File: config.mk
export PLATFORM = sky130hd
export DESIGN_NAME = if_fetch_unit
export DESIGN_NICKNAME = d
export VERILOG_FILES = /design/src/rtl/if_pkg.sv /design/src/rtl/if_fetch_unit_pipe_reg.sv /design/src/rtl/if_fetch_unit.sv
export SDC_FILE = /design/constraint.sdc
export NUM_CORES = 1
export LEC_CHECK = 0
export CORE_UTILIZATION = 49
export DETAILED_ROUTE_END_ITERATION = 10
export PLACE_DENSITY = 0.92
export SETUP_SLACK_MARGIN = 0.4
export SLEW_MARGIN = 10
export SYNTH_ARGS = -nofsm -noshare
export SYNTH_HDL_FRONTEND = slang
export SYNTH_SLANG_ARGS = --single-unit
File: constraint.sdc
create_clock -name clk -period 5.18 [get_ports clk]
set_clock_uncertainty 0.2 [all_clocks]
set_input_delay 0.518 -clock clk [delete_from_list [all_inputs] [get_ports clk]]
set_output_delay 0.518 -clock clk [all_outputs]
set_load 0.1 [all_outputs]
File: src/rtl/if_pkg.sv
// Shared constants and FSM encoding for the instruction-fetch stage.
package if_pkg;

  localparam logic [31:0] NOP_INST = 32'h0000_0000;
  localparam logic [31:0] PC_INC   = 32'd4;

  typedef enum logic [1:0] {
    BOOT  = 2'd0,
    FETCH = 2'd1,
    STALL = 2'd2
  } if_state_e;

endpackage

File: src/rtl/if_fetch_unit_pipe_reg.sv
// IF/ID pipeline register: {instruction, PC+4} plus valid bit.
// Priority: flush (load a NOP bubble) > hold > load.
module if_id_pipe_reg
  import if_pkg::*;
(
  input  logic        clk,
  input  logic        rst,
  input  logic        i_hold,
  input  logic        i_flush,
  input  logic        i_load,
  input  logic [31:0] i_inst,
  input  logic [31:0] i_pc_4,
  output logic [31:0] o_inst,
  output logic [31:0] o_pc_4,
  output logic        o_valid
);

  logic [31:0] r_inst;
  logic [31:0] r_pc_4;
  logic        r_valid;

  always_ff @(posedge clk or posedge rst) begin
    if (rst) begin
      r_inst  <= NOP_INST;
      r_pc_4  <= 32'h0;
      r_valid <= 1'b0;
    end else if (i_flush) begin
      r_inst  <= NOP_INST;
      r_pc_4  <= 32'h0;
      r_valid <= 1'b0;
    end else if (!i_hold && i_load) begin
      r_inst  <= i_inst;
      r_pc_4  <= i_pc_4;
      r_valid <= 1'b1;
    end
  end

  assign o_inst  = r_inst;
  assign o_pc_4  = r_pc_4;
  assign o_valid = r_valid;

endmodule

File: src/rtl/if_fetch_unit.sv
// MIPS IF stage: PC register, fetch FSM, imem wait counter and sticky error flags.
module if_fetch_unit
  import if_pkg::*;
#(
  parameter logic [31:0] RESET_PC = 32'h0000_0000,
  parameter int unsigned MAX_WAIT = 15
) (
  input  logic        clk,
  input  logic        rst,
  input  logic        stall_in,
  input  logic        branch_taken_in,
  input  logic [31:0] branch_addr_in,
  output logic        imem_req,
  output logic [31:0] imem_addr,
  input  logic [31:0] imem_rdata,
  input  logic        imem_ready,
  output logic [31:0] pc_out,
  output logic [31:0] if_id_inst,
  output logic [31:0] if_id_pc_4_out,
  output logic        if_id_valid,
  output logic        flush_id_ex,
  output logic        imem_timeout,
  output logic        misalign_err
);

  if_state_e   r_state, w_state_next;
  logic [31:0] r_pc, w_pc_next, w_pc_4;
  logic [7:0]  r_wait_cnt, w_wait_next;
  logic        r_imem_req, r_flush_id_ex, r_imem_timeout, r_misalign_err;
  logic        w_pipe_hold, w_pipe_flush, w_pipe_load;
  logic        w_branch, w_timeout_set, w_misalign_set;

  assign w_pc_4 = r_pc + PC_INC;

  always_ff @(posedge clk or posedge rst) begin
    if (rst) begin
      r_state        <= BOOT;
      r_pc           <= RESET_PC;
      r_wait_cnt     <= 8'd0;
      r_imem_req     <= 1'b0;
      r_flush_id_ex  <= 1'b0;
      r_imem_timeout <= 1'b0;
      r_misalign_err <= 1'b0;
    end else begin
      r_state        <= w_state_next;
      r_pc           <= w_pc_next;
      r_wait_cnt     <= w_wait_next;
      r_imem_req     <= (w_state_next == FETCH);
      r_flush_id_ex  <= w_branch;
      r_imem_timeout <= r_imem_timeout | w_timeout_set;
      r_misalign_err <= r_misalign_err | w_misalign_set;
    end
  end

  // Priority per cycle: branch > stall > memory response.
  always_comb begin
    w_state_next   = r_state;
    w_pc_next      = r_pc;
    w_wait_next    = r_wait_cnt;
    w_pipe_hold    = 1'b1;
    w_pipe_flush   = 1'b0;
    w_pipe_load    = 1'b0;
    w_branch       = 1'b0;
    w_timeout_set  = 1'b0;
    w_misalign_set = 1'b0;
    case (r_state)
      BOOT: w_state_next = FETCH;
      FETCH, STALL: begin
        if (branch_taken_in) begin
          w_branch       = 1'b1;
          w_pc_next      = {branch_addr_in[31:2], 2'b00};
          w_misalign_set = (branch_addr_in[1:0] != 2'b00);
          w_pipe_flush   = 1'b1;
          w_wait_next    = 8'd0;
          w_state_next   = FETCH;
        end else if (stall_in) begin
          w_wait_next  = 8'd0;
          w_state_next = STALL;
        end else if (r_state == STALL) begin
          // Leaving STALL: the abandoned fetch re-issues at the same PC.
          w_wait_next  = 8'd0;
          w_state_next = FETCH;
        end else if (imem_ready) begin
          w_pipe_hold = 1'b0;
          w_pipe_load = 1'b1;
          w_pc_next   = w_pc_4;
          w_wait_next = 8'd0;
        end else begin
          w_pipe_flush  = 1'b1;
          w_wait_next   = (r_wait_cnt == 8'hFF) ? 8'hFF : r_wait_cnt + 8'd1;
          w_timeout_set = (w_wait_next >= 8'(MAX_WAIT));
        end
      end
      default: w_state_next = BOOT;
    endcase
  end

  if_id_pipe_reg u_if_id (
    .clk     (clk),
    .rst     (rst),
    .i_hold  (w_pipe_hold),
    .i_flush (w_pipe_flush),
    .i_load  (w_pipe_load),
    .i_inst  (imem_rdata),
    .i_pc_4  (w_pc_4),
    .o_inst  (if_id_inst),
    .o_pc_4  (if_id_pc_4_out),
    .o_valid (if_id_valid)
  );

  assign pc_out       = r_pc;
  assign imem_addr    = r_pc;
  assign imem_req     = r_imem_req;
  assign flush_id_ex  = r_flush_id_ex;
  assign imem_timeout = r_imem_timeout;
  assign misalign_err = r_misalign_err;

endmodule

==> out/results.ini, run 1 <==
[run_status]
status=complete, no violations

[placement]
gp_congestion=0.862
port_buffers=197
dp_hpwl_um=10900

[finish]
layout-drive-gt1-share_pct=4.48
nets=783
regArea_um2=2700
diodes=0
multiInputGateArea_um2=2370
syn2layout_area_growth_pct=36.0
final_common_cell=clkdlybuf4s50_1
layout_common_cells=clkdlybuf4s50_1 (196), dfrtp_1 (108), nand2_1 (55)
fillers=848

[clock_tree]
clock-sinks=108
post_cts_buffers=0
clk_latency_ps=380
clock_path_buffers=2
cts_tree=yes
clkSlewWorstSetupHoldPaths_ps=110
ctsResizeCount=0
cts_inserted_buffers=9
cts_root_buffer=clkbuf_8
cts_max_level=3
postCtsHoldBufs=0

[routing]
ant_nets=0
wl_per_cell_um=18.2
drc=0
first_pass_iters=5
via_count=5046
wirelength_um=15600
drt_iter0_markers=327
routed_via_density=5.91

[timing]
slew_headroom_pct=30.3
fmax_mhz=275
fin_crit_sh_pct=70.2
finalSetupViolCount=0
worst_slew_pin_slew_ps=1040
min_period_ps=3640
fin_tns_setup_ps=0
final_hold_viol_count=0
rsz0062_at_grt=false
slew_viol_final=0

[worst_hold_path]
hp-class=flip-flop to flip-flop

[floorplan]
core_um2=10900
die_h_um=108
dieArea_um2=11700
fp.dieW_um=108
boundaryPins=202
rows=38
initial_utilization_pct=50.5

[yosys]
synth_area_leaders=dfrtp_1 (49%), a22o_1 (6.7%), buf_4 (4.9%)
synth_cells=561
yosysSeqAreaShare_pct=49.1
yosys_most_used_dff=dfrtp_1
avgSynthCellArea_um2=9.80
yosysTopAreaCell=dfrtp_1
synth_edf_count=0
yosysWarnings=0
yosys.area.top_type_share_pct=49.1
ys_types=54
syn_area_um2=5500
ys_ff_latch=108
synthArstFlopShare_pct=100

[global_route]
grt-ovfl-total=0
grt_pass1_vias=4782
track_usage_pct=27.0
grt_pass1_wl_um=24600
grt_max_degree=69
antenna_found_initial=0

[worst_setup_path]
critPathCaptureType=flip-flop
critPathKind=flip-flop to flip-flop
crit_fanout=35
arrival_ps=3740
cp.required_ps=5280
worst_setup_path_start_kind=flip-flop

[run]
cap_violations=0

-- metrics by stage --
stage | area (um^2) | cells | hold slack, ps | util, % | setup slack (ps)
floorplan | 5510 | 564 | 309 | - | 1620
global placement | 7280 | 838 | 252 | 66.9 | 1930
detailed placement | 7280 | 838 | 255 | 66.9 | 1730
CTS | 7470 | 854 | 291 | 68.6 | 1670
global route | 7480 | 854 | 315 | 68.7 | 1280
finish | 7480 | 854 | 283 | 68.7 | 1540
-- cell families (layout without fill, tap and decap cells) --
kind of cell / after synthesis / after routing / share of synthesized area [%]
flip-flops: 108 / 108 / 49.1
multiplexers: 3 / 3 / 0.546
XOR/XNOR: 26 / 26 / 4.14
AND/OR/NAND/NOR: 179 / 179 / 16.9
other: 1 / 4 / 0.0682
buffers and inverters: 78 / 228 / 8.35
AO/OA/AOI/OAI: 161 / 161 / 19.7
adder cells (fa/ha/maj): 5 / 5 / 1.14
-- area by class of cell --
cell class | count | area share [%]
Sequential cell | 108 | 36.1
Clock inverter | 7 | 0.853
Inverter | 11 | 0.585
Clock buffer | 9 | 1.66
Timing Repair Buffer | 201 | 26.7
Tap cell | 140 | 2.34
Multi-Input combinational cell | 378 | 31.7
-- state kept, by name, indices dropped and copies added (netlist names) --
signal and cells:
u_if_id.o_inst 32, u_if_id.o_pc_4 31, imem_addr 30, r_wait_cnt 8, r_state 2, flush_id_ex 1, imem_req 1, imem_timeout 1
misalign_err 1, u_if_id.o_valid 1
-- cell usage after synthesis, types with 3 or more instances --
cell,count
nor3_1,12
buf_4,36
o21a_1,4
nor2b_1,3
a2bb2oi_1,4
a21oi_1,26
o22a_1,4
a31oi_1,9
nand3_1,29
inv_1,10
and4_1,3
o22ai_1,6
nor2_1,28
o21ai_0,47
nand2_1,55
or3_1,4
clkbuf_1,25
and3_1,13
nand4_1,11
ha_1,5
o2bb2ai_1,3
nor4_1,3
dfrtp_1,108
clkbuf_8,3
mux2i_1,3
a22o_1,42
and2_1,3
xor2_1,10
a22oi_1,3
xnor2_1,16
-- per-layer routing --
layer	share of wire, %	track usage [%]	vias up
met2	52	46.7	231
li1	-	-	2286
met1	40	35.3	2510
met5	0	0	-
met3	7.0	3.80	19
met4	1.2	7.93	0
-- worst paths after layout --
kind	from	endpoint	slack, ps	cells past startpoint
max	r_state[1]$_DFF_PP0_	u_if_id.o_pc_4[24]$_DFFE_PP0P_	1540	6
min	misalign_err$_DFF_PP0_	misalign_err$_DFF_PP0_	280	1
max reg2reg	r_state[1]$_DFF_PP0_	u_if_id.o_pc_4[24]$_DFFE_PP0P_	1540	6
min reg2reg	misalign_err$_DFF_PP0_	misalign_err$_DFF_PP0_	280	1
max in group asynchronous	rst	u_if_id.o_pc_4[18]$_DFFE_PP0P_	3250	3
min in group asynchronous	rst	u_if_id.o_inst[11]$_DFFE_PP0P_	460	2
-- critical path, cell delays in order, from the launching register on --
cell and delay [ps]:
dfrtp_1 400, inv_1 50, ha_1 710, nor4b_1 550
nand2_1 760, or4_1 770, o211ai_1 110
Power of run 1 is left out: the tool's default activity adds up to more than one toggle a clock period on the data nets, which glitch-free logic cannot reach.
==> run 2, diff against run 1 <==
- CORE_UTILIZATION: 49 -> 45
- PLACE_DENSITY: 0.92 -> 0.86
- clock period: 5.18 -> 3.8 ns (I/O delays scaled with it)
==> out/results.ini, run 2 (synthesis gave the netlist of run 1 again) <==
[worst_setup_path]
critPathLaunch=r_state[1]$_DFF_PP0_
r2r_cells=7  ; +1
reg2reg_setup_slack_ps=900  ; -650 ps
cp.depth=7  ; +1
crit_slowest_cell=ha_1
cp_top_family=simple AND/OR/NAND/NOR gates
arrival_ps=2960  ; -780 ps
cp_cell_sequence=inv_1 -> ha_1 -> nor4b_1 -> nand2_1 -> buf_4 -> or4_1 -> o211ai_1
endpoint=u_if_id.o_pc_4[24]$_DFFE_PP0P_
cp.required_ps=3860  ; -1420 ps
r2r-start=r_state[1]$_DFF_PP0_
crit_buf_inv=2  ; +1
crit_fanout=35  ; unchanged
critPathCaptureType=flip-flop
max_stage_delay_ps=660  ; -110 ps
worst_setup_path_start_kind=flip-flop
timing.rr.end=u_if_id.o_pc_4[24]$_DFFE_PP0P_
critPathKind=flip-flop to flip-flop

[finish]
syn2layout_area_growth_pct=39.6
postLayoutCoreUtil_pct=64.2  ; -4.5 points
regArea_um2=2700  ; unchanged
layout-drive-gt1-share_pct=4.87  ; +0.39 points
final_common_cell=clkdlybuf4s50_1
multiInputGateArea_um2=2370  ; -0.32%
nets=787  ; +0.51%
layout_common_cells=clkdlybuf4s50_1 (196), dfrtp_1 (108), nand2_1 (55)
diodes=0  ; unchanged
largest_reg_flops=32  ; unchanged
fillers=972  ; +15%

[timing]
min_period_ps=2900  ; -733 ps
whs_ps=277  ; -6.12 ps
finalSetupViolCount=0  ; unchanged
fin_tns_setup_ps=0  ; unchanged
slew_viol_final=0  ; unchanged
slew_headroom_pct=30.3  ; about the same
final_hold_viol_count=0  ; unchanged
worst_slew_pin_slew_ps=1040  ; -1.14 ps
fin_ws_ps=896  ; -647 ps
fmax_mhz=344  ; +25%
fin_crit_sh_pct=76.4  ; +6.2 points
rsz0062_at_grt=false

[clock_tree]
clock_path_buffers=2  ; unchanged
clk_latency_ps=340  ; -40 ps
cts_root_buffer=clkbuf_16
cts_inserted_buffers=9  ; unchanged
clock-sinks=108  ; unchanged
post_cts_buffers=0  ; unchanged
cts_tree=yes
postCtsHoldBufs=0  ; unchanged
cts_max_level=3  ; unchanged
clkSlewWorstSetupHoldPaths_ps=70  ; -40 ps
ctsResizeCount=0  ; unchanged

[routing]
ant_nets=0  ; unchanged
drt_iter0_markers=374  ; +14%
wl_per_cell_um=17.9  ; -1.8%
drc=0  ; unchanged
routed_via_density=5.87  ; -0.65%
via_count=5078  ; +0.63%
wirelength_um=15500  ; -0.49%
first_pass_iters=5  ; unchanged

[placement]
port_buffers=197  ; unchanged
dp_hpwl_um=11100  ; +1.7%
gp_congestion=0.828  ; -3.9%
dp_slack_ps=950  ; -781 ps

[floorplan]
fp.dieW_um=113  ; +4.3%
dieArea_um2=12700  ; +8.7%
boundaryPins=202  ; unchanged
die_h_um=113  ; +4.3%
initial_utilization_pct=46.0  ; -4.5 points
core_um2=12000  ; +9.9%
rows=40  ; +5.3%

[global_route]
antenna_found_initial=0  ; unchanged
grt-ovfl-total=0  ; unchanged
grt_max_degree=81  ; +17%
track_usage_pct=24.5  ; -2.5 points
grt_pass1_vias=4863  ; +1.7%
grt_pass1_wl_um=24600  ; +0.20%

[run_status]
status=complete, no violations

[run]
cap_violations=0  ; unchanged

[worst_hold_path]
hp-class=primary input to asynchronous set/reset pin

[run 2: cell types whose count changed in the layout (fill, tap and decap cells not counted), sizes merged]
cell / previous run / this run
clkinv: 3 / 1
buf: 5 / 9
bufinv: 0 / 2
clkbuf: 9 / 13
clkinvlp: 0 / 2
inv: 15 / 9
[run 2: worst min path at each step]
stage | from | to | cells past startpoint
final | rst | u_if_id.o_inst[10]$_DFFE_PP0P_ | 2
after global routing | u_if_id.o_valid$_DFFE_PP0P_ | u_if_id.o_valid$_DFFE_PP0P_ | 2
after CTS | rst | u_if_id.o_inst[5]$_DFFE_PP0P_ | 2
after detailed placement | u_if_id.o_valid$_DFFE_PP0P_ | u_if_id.o_valid$_DFFE_PP0P_ | 2
after global placement | misalign_err$_DFF_PP0_ | misalign_err$_DFF_PP0_ | 1
after floorplan | r_wait_cnt[4]$_DFFE_PP0N_ | r_wait_cnt[4]$_DFFE_PP0N_ | 1
[run 2: per-layer routing]
layer	vias to the layer above	share of wire (%)	track usage, %
li1	2298	-	-
met1	2508	41	31.9
met2	246	51	41.4
met3	26	6.1	3.51
met4	0	2.1	9.24
met5	-	0	0
[run 2: layout make-up]
type | count | share of cell area [%]
flip-flops and latches | 108 | 35.2
well taps | 147 | 2.40
repair buffers | 205 | 26.6
multi-input cells | 378 | 30.8
clock buffers | 13 | 3.52
clock inverters | 3 | 0.880
inverters | 11 | 0.587
[run 2: stage by stage]
stage               cells  instance area (um^2)
floorplan             564                  5510
global route          865                  7670
CTS                   865                  7670
detailed placement    849                  7340
finish                865                  7670
global placement      849                  7340
Power of run 2 is left out for the same reason.
==> run 3, diff against run 2 <==
- clock period: 3.8 -> 3 ns (I/O delays scaled with it)
==> out/results.ini, run 3 (synthesis gave the netlist of run 1 again) <==
[clock_tree]
cts_tree=yes
cts_root_buffer=clkbuf_16
clock-sinks=108  ; unchanged
clk_latency_ps=360  ; +20 ps
clock_path_buffers=2  ; unchanged
clkSlewWorstSetupHoldPaths_ps=70  ; about the same
cts_inserted_buffers=9  ; unchanged
cts_max_level=3  ; unchanged
post_cts_buffers=0  ; unchanged

[timing]
slew_headroom_pct=51.4  ; +21 points
fin_tns_setup_ps=0  ; unchanged
fin_crit_sh_pct=81.1  ; +4.7 points
fmax_mhz=411  ; +19%
rsz0062_at_grt=false
worst_slew_pin_slew_ps=723  ; -319 ps
min_period_ps=2430  ; -470 ps
final_hold_viol_count=0  ; unchanged
finalSetupViolCount=0  ; unchanged
whs_ps=203  ; -74.7 ps
slew_viol_final=0  ; unchanged

[worst_setup_path]
crit_fanout=9  ; -74%
critPathCaptureType=flip-flop
r2r-start=imem_addr[2]$_DFFE_PP0P_
timing.rr.end=imem_addr[20]$_DFFE_PP0P_
r2r_cells=6  ; -1
critPathKind=flip-flop to flip-flop
reg2reg_setup_slack_ps=570  ; -330 ps
worst_setup_path_start_kind=flip-flop
arrival_ps=2470  ; -490 ps
cp.required_ps=3040  ; -820 ps

[floorplan]
die_h_um=113  ; unchanged
initial_utilization_pct=46.0  ; unchanged
dieArea_um2=12700  ; unchanged
fp.dieW_um=113  ; unchanged
boundaryPins=202  ; unchanged
core_um2=12000  ; unchanged
rows=40  ; unchanged

[global_route]
use_met2_pct=40.2  ; -1.2 points
grt_busiest_layer=met2
track_usage_pct=24.6  ; +0.18 points
antenna_found_initial=0  ; unchanged
grtUsageMet1_pct=32.8  ; +0.81 points
grt-ovfl-total=0  ; unchanged
met3_usage_pct=6.05  ; +2.5 points
grt_pass1_vias=4694  ; -3.5%
grt_pass1_wl_um=24400  ; -0.62%
grt_max_degree=109  ; +35%

[worst_hold_path]
hold_path_depth=3
hold_path_end=imem_addr[28]$_DFFE_PP0P_
min_from=branch_taken_in
hp-class=primary input to flip-flop

[routing]
routed_via_density=5.66  ; -3.6%
first_pass_iters=5  ; unchanged
wl_per_cell_um=17.5  ; -2.1%
drt_iter0_markers=455  ; +22%
wirelength_um=15200  ; -1.7%
ant_nets=0  ; unchanged
drc=0  ; unchanged
via_count=4912  ; -3.3%

[finish]
layout_common_cells=buf_4 (139), dfrtp_1 (95), clkdlybuf4s50_1 (67)
syn2layout_area_growth_pct=34.1
final_cell_area_um2=7370  ; -3.9%
final_common_cell=buf_4
diodes=0  ; unchanged
nets=790  ; +0.38%
layout-drive-gt1-share_pct=25.1  ; +20 points
largest_reg_flops=32  ; unchanged

[placement]
gp_congestion=0.828  ; about the same
dp_hpwl_um=10800  ; -2.3%
port_buffers=197  ; unchanged
place_area_um2=7050  ; -3.9%

[run_status]
status=complete, no violations

[run]
cap_violations=0  ; unchanged

run 3: cell count changes in the layout (fill, tap and decap cells not counted), moves of 2 or more:
cell,delta
buf_4,+132
clkbuf_8,-2
clkdlybuf4s50_1,-129
clkinv_2,+3
dfrtp_1,-13
dfrtp_2,+13
run 3: cell type report:
class	count	area, um^2
tap	147	184
multi-input combinational	378	2370
clock inverter	5	75.1
inverter	11	45.0
sequential	108	2720
fill	986	4590
clock buffer	11	243
timing repair buffer	208	1740
run 3: worst max-delay path by stage:
stage / cells after the start / slack, ps / to / startpoint
floorplan: 6 / 410 / imem_addr[20]$_DFFE_PP0P_ / imem_addr[2]$_DFFE_PP0P_
global placement: 6 / 650 / imem_addr[11]$_DFFE_PP0P_ / imem_ready
detailed placement: 5 / 500 / imem_addr[22]$_DFFE_PP0P_ / imem_ready
CTS: 6 / 610 / imem_addr[20]$_DFFE_PP0P_ / imem_addr[2]$_DFFE_PP0P_
global route: 6 / 440 / u_if_id.o_pc_4[24]$_DFFE_PP0P_ / imem_addr[2]$_DFFE_PP0P_
finish: 6 / 570 / imem_addr[20]$_DFFE_PP0P_ / imem_addr[2]$_DFFE_PP0P_
run 3: critical path, stage by stage (launching register included):
cell and delay [ps]:
dfrtp_2 450, ha_1 290, nand4_1 330, or4_4 630, nor2_4 130, a31oi_1 90, o22a_1 200
run 3: routing by layer:
metal  wire length [um]  share of wire (%)
met5                  0                  0
met2               7500                 49
met3               1100                7.3
met1               6370                 42
met4                238                1.6
run 3: per-stage QoR:
| stage | util, % | instances | setup WS (ps) |
|---|---|---|---|
| 5_1_grt | 61.6 | 868 | 437 |
| 2_1_floorplan | - | 564 | 407 |
| 4_1_cts | 61.6 | 868 | 606 |
| 3_3_place_gp | 59.0 | 852 | 651 |
| 6_report | 61.6 | 868 | 566 |
| 3_5_place_dp | 59.0 | 852 | 503 |
run 3: what timing repair did:
item                                    CTS  global route
hold buffers                              0             0
resized for setup                         0             1
endpoints found under the setup margin    0             2
Power of run 3 is left out for the same reason.
